===== src/rtl/gray_capture_pkg.sv =====
// rtl/gray_capture_pkg.sv - shared state encoding, mode codes and default frame geometry for the capture path
package gray_capture_pkg;

    typedef enum logic [1:0] {
        IDLE    = 2'd0,
        ARM     = 2'd1,
        CAPTURE = 2'd2,
        DONE    = 2'd3
    } tCapState;

    localparam logic MODE_COLOR = 1'b0;
    localparam logic MODE_GRAY  = 1'b1;

    localparam int DEF_H_ACT = 640;
    localparam int DEF_V_ACT = 480;

endpackage


===== src/rtl/gray_capture_ctrl_if.sv =====
// rtl/gray_capture_ctrl_if.sv - capture control/status bundle; GRAY_CAPTURE_FRAME_CNT_EN adds the frame statistics
interface gray_capture_ctrl_if #(
    parameter int XW = 10,
    parameter int YW = 9
);
    logic          iSTART;
    logic          iABORT;
    logic          iMODE;
    logic          iFVAL;
    logic          iDVAL;
    logic          oSEL_GRAY;
    logic          oWR_EN;
    logic [XW-1:0] oX;
    logic [YW-1:0] oY;
    logic          oSOF;
    logic          oEOF;
    logic          oBUSY;
    logic          oDONE;
    logic          oERR;
`ifdef GRAY_CAPTURE_FRAME_CNT_EN
    logic [15:0]   oFRAME_CNT;
    logic [7:0]    oFRAME_LOST;
`endif

    modport master (
`ifdef GRAY_CAPTURE_FRAME_CNT_EN
        input  oFRAME_CNT, oFRAME_LOST,
`endif
        output iSTART, iABORT, iMODE, iFVAL, iDVAL,
        input  oSEL_GRAY, oWR_EN, oX, oY, oSOF, oEOF, oBUSY, oDONE, oERR
    );

    modport slave (
`ifdef GRAY_CAPTURE_FRAME_CNT_EN
        output oFRAME_CNT, oFRAME_LOST,
`endif
        input  iSTART, iABORT, iMODE, iFVAL, iDVAL,
        output oSEL_GRAY, oWR_EN, oX, oY, oSOF, oEOF, oBUSY, oDONE, oERR
    );

endinterface


===== src/rtl/gray_capture_ctrl_pixel_xy_counter.sv =====
// rtl/gray_capture_ctrl_pixel_xy_counter.sv - raster x/y counter with clear, enable, wrap and first/last flags
module pixel_xy_counter #(
    parameter int H_ACT = 640,
    parameter int V_ACT = 480,
    parameter int XW    = 10,
    parameter int YW    = 9
) (
    input  logic          iCLK,
    input  logic          iRST,
    input  logic          iCLR,
    input  logic          iEN,
    output logic [XW-1:0] oX,
    output logic [YW-1:0] oY,
    output logic          oFIRST,
    output logic          oLAST
);

    logic xEnd;
    logic yEnd;

    assign xEnd   = (oX == XW'(H_ACT - 1));
    assign yEnd   = (oY == YW'(V_ACT - 1));
    assign oFIRST = (oX == '0) && (oY == '0);
    assign oLAST  = xEnd && yEnd;

    // The frame wraps back to the origin so a readout side can free-run it.
    always_ff @(posedge iCLK or negedge iRST) begin
        if (!iRST) begin
            oX <= '0;
            oY <= '0;
        end else if (iCLR) begin
            oX <= '0;
            oY <= '0;
        end else if (iEN) begin
            if (xEnd) begin
                oX <= '0;
                oY <= yEnd ? '0 : oY + YW'(1);
            end else begin
                oX <= oX + XW'(1);
            end
        end
    end

endmodule


===== src/rtl/gray_capture_ctrl.sv =====
// rtl/gray_capture_ctrl.sv - frame capture sequencer; GRAY_CAPTURE_FRAME_CNT_EN adds frame/lost counters
module gray_capture_ctrl
    import gray_capture_pkg::*;
#(
    parameter int H_ACT = DEF_H_ACT,
    parameter int V_ACT = DEF_V_ACT,
    parameter int XW    = 10,
    parameter int YW    = 9
) (
    input  logic               iCLK,
    input  logic               iRST,
    gray_capture_ctrl_if.slave bus
);

    tCapState      state;
    logic          modeR;
    logic          fvalD;
    logic          fvalRise;
    logic          pixWr;
    logic          cntClr;
    logic [XW-1:0] x;
    logic [YW-1:0] y;
    logic          firstPix;
    logic          lastPix;

    assign fvalRise = bus.iFVAL && !fvalD;
    assign pixWr    = (state == CAPTURE) && !bus.iABORT && bus.iFVAL && bus.iDVAL;
    assign cntClr   = (state == ARM) && !bus.iABORT && fvalRise;

    pixel_xy_counter #(
        .H_ACT (H_ACT),
        .V_ACT (V_ACT),
        .XW    (XW),
        .YW    (YW)
    ) u_xy (
        .iCLK   (iCLK),
        .iRST   (iRST),
        .iCLR   (cntClr),
        .iEN    (pixWr),
        .oX     (x),
        .oY     (y),
        .oFIRST (firstPix),
        .oLAST  (lastPix)
    );

    always_ff @(posedge iCLK or negedge iRST) begin
        if (!iRST) begin
            state         <= IDLE;
            modeR         <= MODE_COLOR;
            fvalD         <= 1'b0;
            bus.oSEL_GRAY <= 1'b0;
            bus.oWR_EN    <= 1'b0;
            bus.oX        <= '0;
            bus.oY        <= '0;
            bus.oSOF      <= 1'b0;
            bus.oEOF      <= 1'b0;
            bus.oBUSY     <= 1'b0;
            bus.oDONE     <= 1'b0;
            bus.oERR      <= 1'b0;
`ifdef GRAY_CAPTURE_FRAME_CNT_EN
            bus.oFRAME_CNT  <= '0;
            bus.oFRAME_LOST <= '0;
`endif
        end else begin
            fvalD      <= bus.iFVAL;
            bus.oWR_EN <= 1'b0;
            bus.oSOF   <= 1'b0;
            bus.oEOF   <= 1'b0;
            bus.oDONE  <= 1'b0;
            case (state)
                IDLE: begin
                    if (bus.iSTART) begin
                        modeR         <= bus.iMODE;
                        bus.oSEL_GRAY <= (bus.iMODE == MODE_GRAY);
                        bus.oERR      <= 1'b0;
                        bus.oBUSY     <= 1'b1;
                        state         <= ARM;
                    end
                end
                ARM: begin
                    bus.oSEL_GRAY <= (modeR == MODE_GRAY);
                    if (bus.iABORT) begin
                        bus.oSEL_GRAY <= 1'b0;
                        bus.oBUSY     <= 1'b0;
                        state         <= IDLE;
                    end else if (fvalRise) begin
                        state <= CAPTURE;
                    end
                end
                CAPTURE: begin
                    bus.oSEL_GRAY <= (modeR == MODE_GRAY);
`ifdef GRAY_CAPTURE_FRAME_CNT_EN
                    if (fvalRise && (bus.oFRAME_LOST != 8'hFF))
                        bus.oFRAME_LOST <= bus.oFRAME_LOST + 8'd1;
`endif
                    // Abort beats a frame end, and a frame end beats a pixel write.
                    if (bus.iABORT) begin
                        bus.oSEL_GRAY <= 1'b0;
                        bus.oBUSY     <= 1'b0;
                        state         <= IDLE;
                    end else if (!bus.iFVAL) begin
                        bus.oERR  <= 1'b1;
                        bus.oBUSY <= 1'b0;
                        state     <= DONE;
                    end else if (bus.iDVAL) begin
                        bus.oWR_EN <= 1'b1;
                        bus.oX     <= x;
                        bus.oY     <= y;
                        bus.oSOF   <= firstPix;
                        bus.oEOF   <= lastPix;
                        if (lastPix) begin
                            bus.oERR  <= 1'b0;
                            bus.oBUSY <= 1'b0;
                            state     <= DONE;
                        end
                    end
                end
                DONE: begin
                    bus.oDONE     <= 1'b1;
                    bus.oSEL_GRAY <= 1'b0;
                    state         <= IDLE;
`ifdef GRAY_CAPTURE_FRAME_CNT_EN
                    if (!bus.oERR)
                        bus.oFRAME_CNT <= bus.oFRAME_CNT + 16'd1;
`endif
                end
            endcase
        end
    end

endmodule


===== src/flat_wrapper.sv =====
// flat-port wrapper written by rule: the top's interface ports become plain ports
module gray_capture_ctrl_flat import gray_capture_pkg::*;
#(
    parameter int H_ACT = DEF_H_ACT,
    parameter int V_ACT = DEF_V_ACT,
    parameter int XW    = 10,
    parameter int YW    = 9
)
  (iCLK, iRST, bus_iSTART, bus_iABORT, bus_iMODE, bus_iFVAL, bus_iDVAL, bus_oSEL_GRAY, bus_oWR_EN, bus_oX, bus_oY, bus_oSOF, bus_oEOF, bus_oBUSY, bus_oDONE, bus_oERR);
  gray_capture_ctrl_if #(.XW(XW), .YW(YW)) bus_i ();
  input  logic iCLK;
  input  logic iRST;
  input wire logic [$bits(bus_i.iSTART)-1:0] bus_iSTART;
  input wire logic [$bits(bus_i.iABORT)-1:0] bus_iABORT;
  input wire logic [$bits(bus_i.iMODE)-1:0] bus_iMODE;
  input wire logic [$bits(bus_i.iFVAL)-1:0] bus_iFVAL;
  input wire logic [$bits(bus_i.iDVAL)-1:0] bus_iDVAL;
  output wire logic [$bits(bus_i.oSEL_GRAY)-1:0] bus_oSEL_GRAY;
  output wire logic [$bits(bus_i.oWR_EN)-1:0] bus_oWR_EN;
  output wire logic [$bits(bus_i.oX)-1:0] bus_oX;
  output wire logic [$bits(bus_i.oY)-1:0] bus_oY;
  output wire logic [$bits(bus_i.oSOF)-1:0] bus_oSOF;
  output wire logic [$bits(bus_i.oEOF)-1:0] bus_oEOF;
  output wire logic [$bits(bus_i.oBUSY)-1:0] bus_oBUSY;
  output wire logic [$bits(bus_i.oDONE)-1:0] bus_oDONE;
  output wire logic [$bits(bus_i.oERR)-1:0] bus_oERR;
  assign bus_i.iSTART = bus_iSTART;
  assign bus_i.iABORT = bus_iABORT;
  assign bus_i.iMODE = bus_iMODE;
  assign bus_i.iFVAL = bus_iFVAL;
  assign bus_i.iDVAL = bus_iDVAL;
  assign bus_oSEL_GRAY = bus_i.oSEL_GRAY;
  assign bus_oWR_EN = bus_i.oWR_EN;
  assign bus_oX = bus_i.oX;
  assign bus_oY = bus_i.oY;
  assign bus_oSOF = bus_i.oSOF;
  assign bus_oEOF = bus_i.oEOF;
  assign bus_oBUSY = bus_i.oBUSY;
  assign bus_oDONE = bus_i.oDONE;
  assign bus_oERR = bus_i.oERR;
  gray_capture_ctrl #(.H_ACT(H_ACT), .V_ACT(V_ACT), .XW(XW), .YW(YW)) u_core (.iCLK(iCLK), .iRST(iRST), .bus(bus_i));
endmodule

===== config.mk =====
export PLATFORM = sky130hd
export DESIGN_NAME = gray_capture_ctrl_flat
export DESIGN_NICKNAME = d
export VERILOG_FILES = /design/src/rtl/gray_capture_pkg.sv /design/src/rtl/gray_capture_ctrl_if.sv /design/src/rtl/gray_capture_ctrl_pixel_xy_counter.sv /design/src/rtl/gray_capture_ctrl.sv /design/src/flat_wrapper.sv
export SDC_FILE = /design/constraint.sdc
export NUM_CORES = 1
export LEC_CHECK = 0
export BUFFER_PORTS_ARGS = -buffer_cell sky130_fd_sc_hd__buf_2
export CAP_MARGIN = 25
export CORE_UTILIZATION = 25
export CTS_CLUSTER_DIAMETER = 150
export DETAILED_ROUTE_END_ITERATION = 16
export PLACE_DENSITY_LB_ADDON = 0.12
export SLEW_MARGIN = 0
export SYNTH_ARGS = -nofsm -noshare
export SYNTH_HDL_FRONTEND = slang
export SYNTH_HIERARCHICAL = 1
export SYNTH_SLANG_ARGS = --single-unit
export TNS_END_PERCENT = 50

===== constraint.sdc =====
create_clock -name iCLK -period 3.66 [get_ports iCLK]
set_input_delay 0.366 -clock iCLK [delete_from_list [all_inputs] [get_ports iCLK]]
set_output_delay 0.366 -clock iCLK [all_outputs]
set_load 0.005 [all_outputs]

==> flow_summary.ini <==
[global_routing]
grtUsageTotal_pct = 12.4
overflow = 0
antenna_found_initial = 0
grt_pass1_wl_um = 9610
grt_pass1_vias = 1862
grt_max_degree = 27

[synth]
synthTopCellsByCount = nand2_1 (69), dfrtp_1 (49), inv_1 (15)
synthFlopType = dfrtp_1
post-synth-top-count-cell = nand2_1
ys_seq_elements = 49
syn_nets = 272
synth-edff-count = 0
syn_area_sq_um = 2410
syn_area_per_cell_sq_um = 9.45
async_reset_ff_share_pct = 100
synth_top_area_share_pct = 50.9
yosys_warnings = 6
yosysTopAreaCell = dfrtp_1
synthTopCellsByArea = dfrtp_1 (51%), nand2_1 (11%), ha_1 (5.2%), inv_1 (2.3%), a21oi_1 (2.1%)
netlist_instances = 255
ys_seq_area_share_pct = 50.9
synthDistinctLibCells = 50

[detailed_routing]
wl_per_cell_um = 13.5
via_per_inst = 4.40
dr.pass1.iters = 4
drcViolationCount = 0
wl_um = 5700
initialDrtViolationCount = 86
vias = 1852
ant_nets = 0

[sta]
setup_tns_ns = 0
drv_slew = 0
slew-limit-headroom_pct = 54.9
fin_crit_sh_pct = 79.2
fmax_mhz = 345
fin_skew_ns = 0.0127
rsz0062_at_grt = no
hold_viol = 0
worst_pin_slew_ns = 0.677
setup_viol = 0
fin_crit_ns = 2.90
hold_ws_ns = 0.0366
setup_ws_ns = 0.760

[floorplanning]
die_h_um = 100
start_util_pct = 26.0
dieWidth_um = 100
core-area_sq_um = 9280
rows = 35
ios = 33
dieArea_sq_um = 10000

[power]
finalPower_uw = 1330
vdd_drop_max_mv = 0.157
combPwrFrac_pct = 23.9
pwr-share-clk_pct = 26.4
power_frac_seq_pct = 49.7
p_sw_uw = 420
swShare_pct = 31.5
power.internal_uw = 912
leakage_uw = 0.00141
p_per_area_nw_per_um2 = 472

[critical_path]
arrival_ns = 3.12
slowest_stage = or4b_1
cp-end-kind = flip-flop
criticalPathCategory = reg -> reg
critPathLaunchType = flip-flop
path_cells = inv_1 -> ha_1 -> nor2b_2 -> and3_1 -> nand4_1 -> or3_1 -> or4b_1 -> o311ai_1
critPathMaxStageDelay_ns = 0.55
crit_buf_inv = 1
crit_family = simple AND/OR/NAND/NOR gates
critPathMaxFanout = 8
cp_data_required_time_ns = 3.88

[place]
preCtsSetupSlack_ns = 0.792
port_buffers = 32
finalWeightedCongestion = 0.720
hpwlAfterDp_um = 3990

[finish]
multiInputGateArea_sq_um = 1090
antenna_cells = 0
area_growth_pct = 17.1
num-fill-cells = 1016
drive_gt1_share_pct = 19.2
fin_nets = 308
seqCellArea_sq_um = 1230

[clock_network]
numCtsBuffers = 5
clockBufferDepth = 2
cts-resized-gates = 0
cts.sinks = 49
clk_latency_ns = 0.31
postCtsHoldBufs = 0
htreeDepth = 2
path_clk_slew_ns = 0.10
cts_setup_buffers = 0
cts_tree = yes
cts_root_buf = clkbuf_8

[outcome]
outcome = finished, final reports clean

[worst_hold_path]
hp-class = in -> async

[run]
maxCapViolCount = 0
## area by class of cell
type                    count  share of cell area (%)
well taps                 129                    5.72
multi-input cells         184                    38.8
inverters                  16                    2.13
clock inverters             2                   0.488
repair buffers             35                    6.47
flip-flops and latches     49                    43.5
clock buffers               6                    2.93
## routing by layer
layer	vias up	part of all wire, %	track usage, %
met5	-	0	0
met4	0	1.6	4.68
met3	6	2.5	2.37
met2	27	46	20.0
met1	883	49	16.5
li1	936	-	-
## power by group through the flow
stage                     logic [uW]  registers, uW  clock network, uW
after detailed placement         323            674                  0
after global placement           325            673                  0
after global routing             367            676                385
after CTS                        324            663                369
final                            318            662                351
after floorplan                  211            668                  0
## per-stage QoR
step,cell area (sq um),std cells,utilization [%]
after detailed placement,2730,413,29.4
after CTS,2820,421,30.4
after global placement,2730,413,29.4
after floorplan,2410,255,-
after global routing,2820,421,30.4
final,2820,421,30.4
## state kept, by name (all words and copies together), names as in the netlist
signal	cells
u_core/u_xy/oX	10
u_core/bus.oSEL_GRAY	1
u_core/modeR	1
u_core/bus.oX	10
u_core/u_xy/oY	9
u_core/bus.oERR	1
u_core/fvalD	1
u_core/bus.oY	9
u_core/bus.oDONE	1
u_core/bus.oSOF	1
u_core/bus.oBUSY	1
u_core/bus.oWR_EN	1
u_core/state	2
u_core/bus.oEOF	1
## cell usage in the layout (no fill, tap or decap), types with 2 or more instances in the layout
cell,n
a21oi_1,10
ha_1,10
nor4b_1,2
and3_1,2
nand3_1,10
buf_4,3
o31ai_1,2
inv_1,15
xor2_1,2
nand4_1,4
nor2_1,12
nor4_1,4
or4b_1,2
o21ai_0,9
o211ai_1,2
nor2b_2,2
nand2_1,69
dfrtp_1,49
nor2b_1,2
clkbuf_8,6
nand2b_1,4
nor3_1,3
xnor2_1,5
buf_2,32
or3_1,3
mux2i_1,2
## path summary, 6_finish.rpt
| path | slack (ns) | to | depth (start not counted) | startpoint |
|---|---|---|---|---|
| worst min register to register | 0.47 | u_core/bus.oX[2]$_DFFE_PN0P_ | 2 | u_core/bus.oX[2]$_DFFE_PN0P_ |
| worst max register to register | 0.76 | u_core/u_xy/oY[7]$_DFFE_PN0P_ | 8 | u_core/state[0]$_DFFE_PN0P_ |
| worst min-delay path | 0.04 | u_core/u_xy/oY[8]$_DFFE_PN0P_ | 1 | iRST |
| worst max-delay path | 0.76 | u_core/u_xy/oY[7]$_DFFE_PN0P_ | 8 | u_core/state[0]$_DFFE_PN0P_ |
| min in group iCLK | 0.27 | u_core/fvalD$_DFF_PN0_ | 1 | bus_iFVAL |
| max in group asynchronous | 2.87 | u_core/u_xy/oX[2]$_DFFE_PN0P_ | 2 | iRST |
## logic make-up after synthesis
| family | count (synthesis) | share of synthesized area [%] |
|---|---|---|
| buf+inv | 22 | 3.69 |
| fa+ha+maj | 10 | 5.19 |
| simple gates | 132 | 27.8 |
| mux | 3 | 1.30 |
| flops | 49 | 50.9 |
| xor+xnor | 7 | 2.54 |
| compound gates | 32 | 8.57 |
Power figures use the tool's default switching activity.
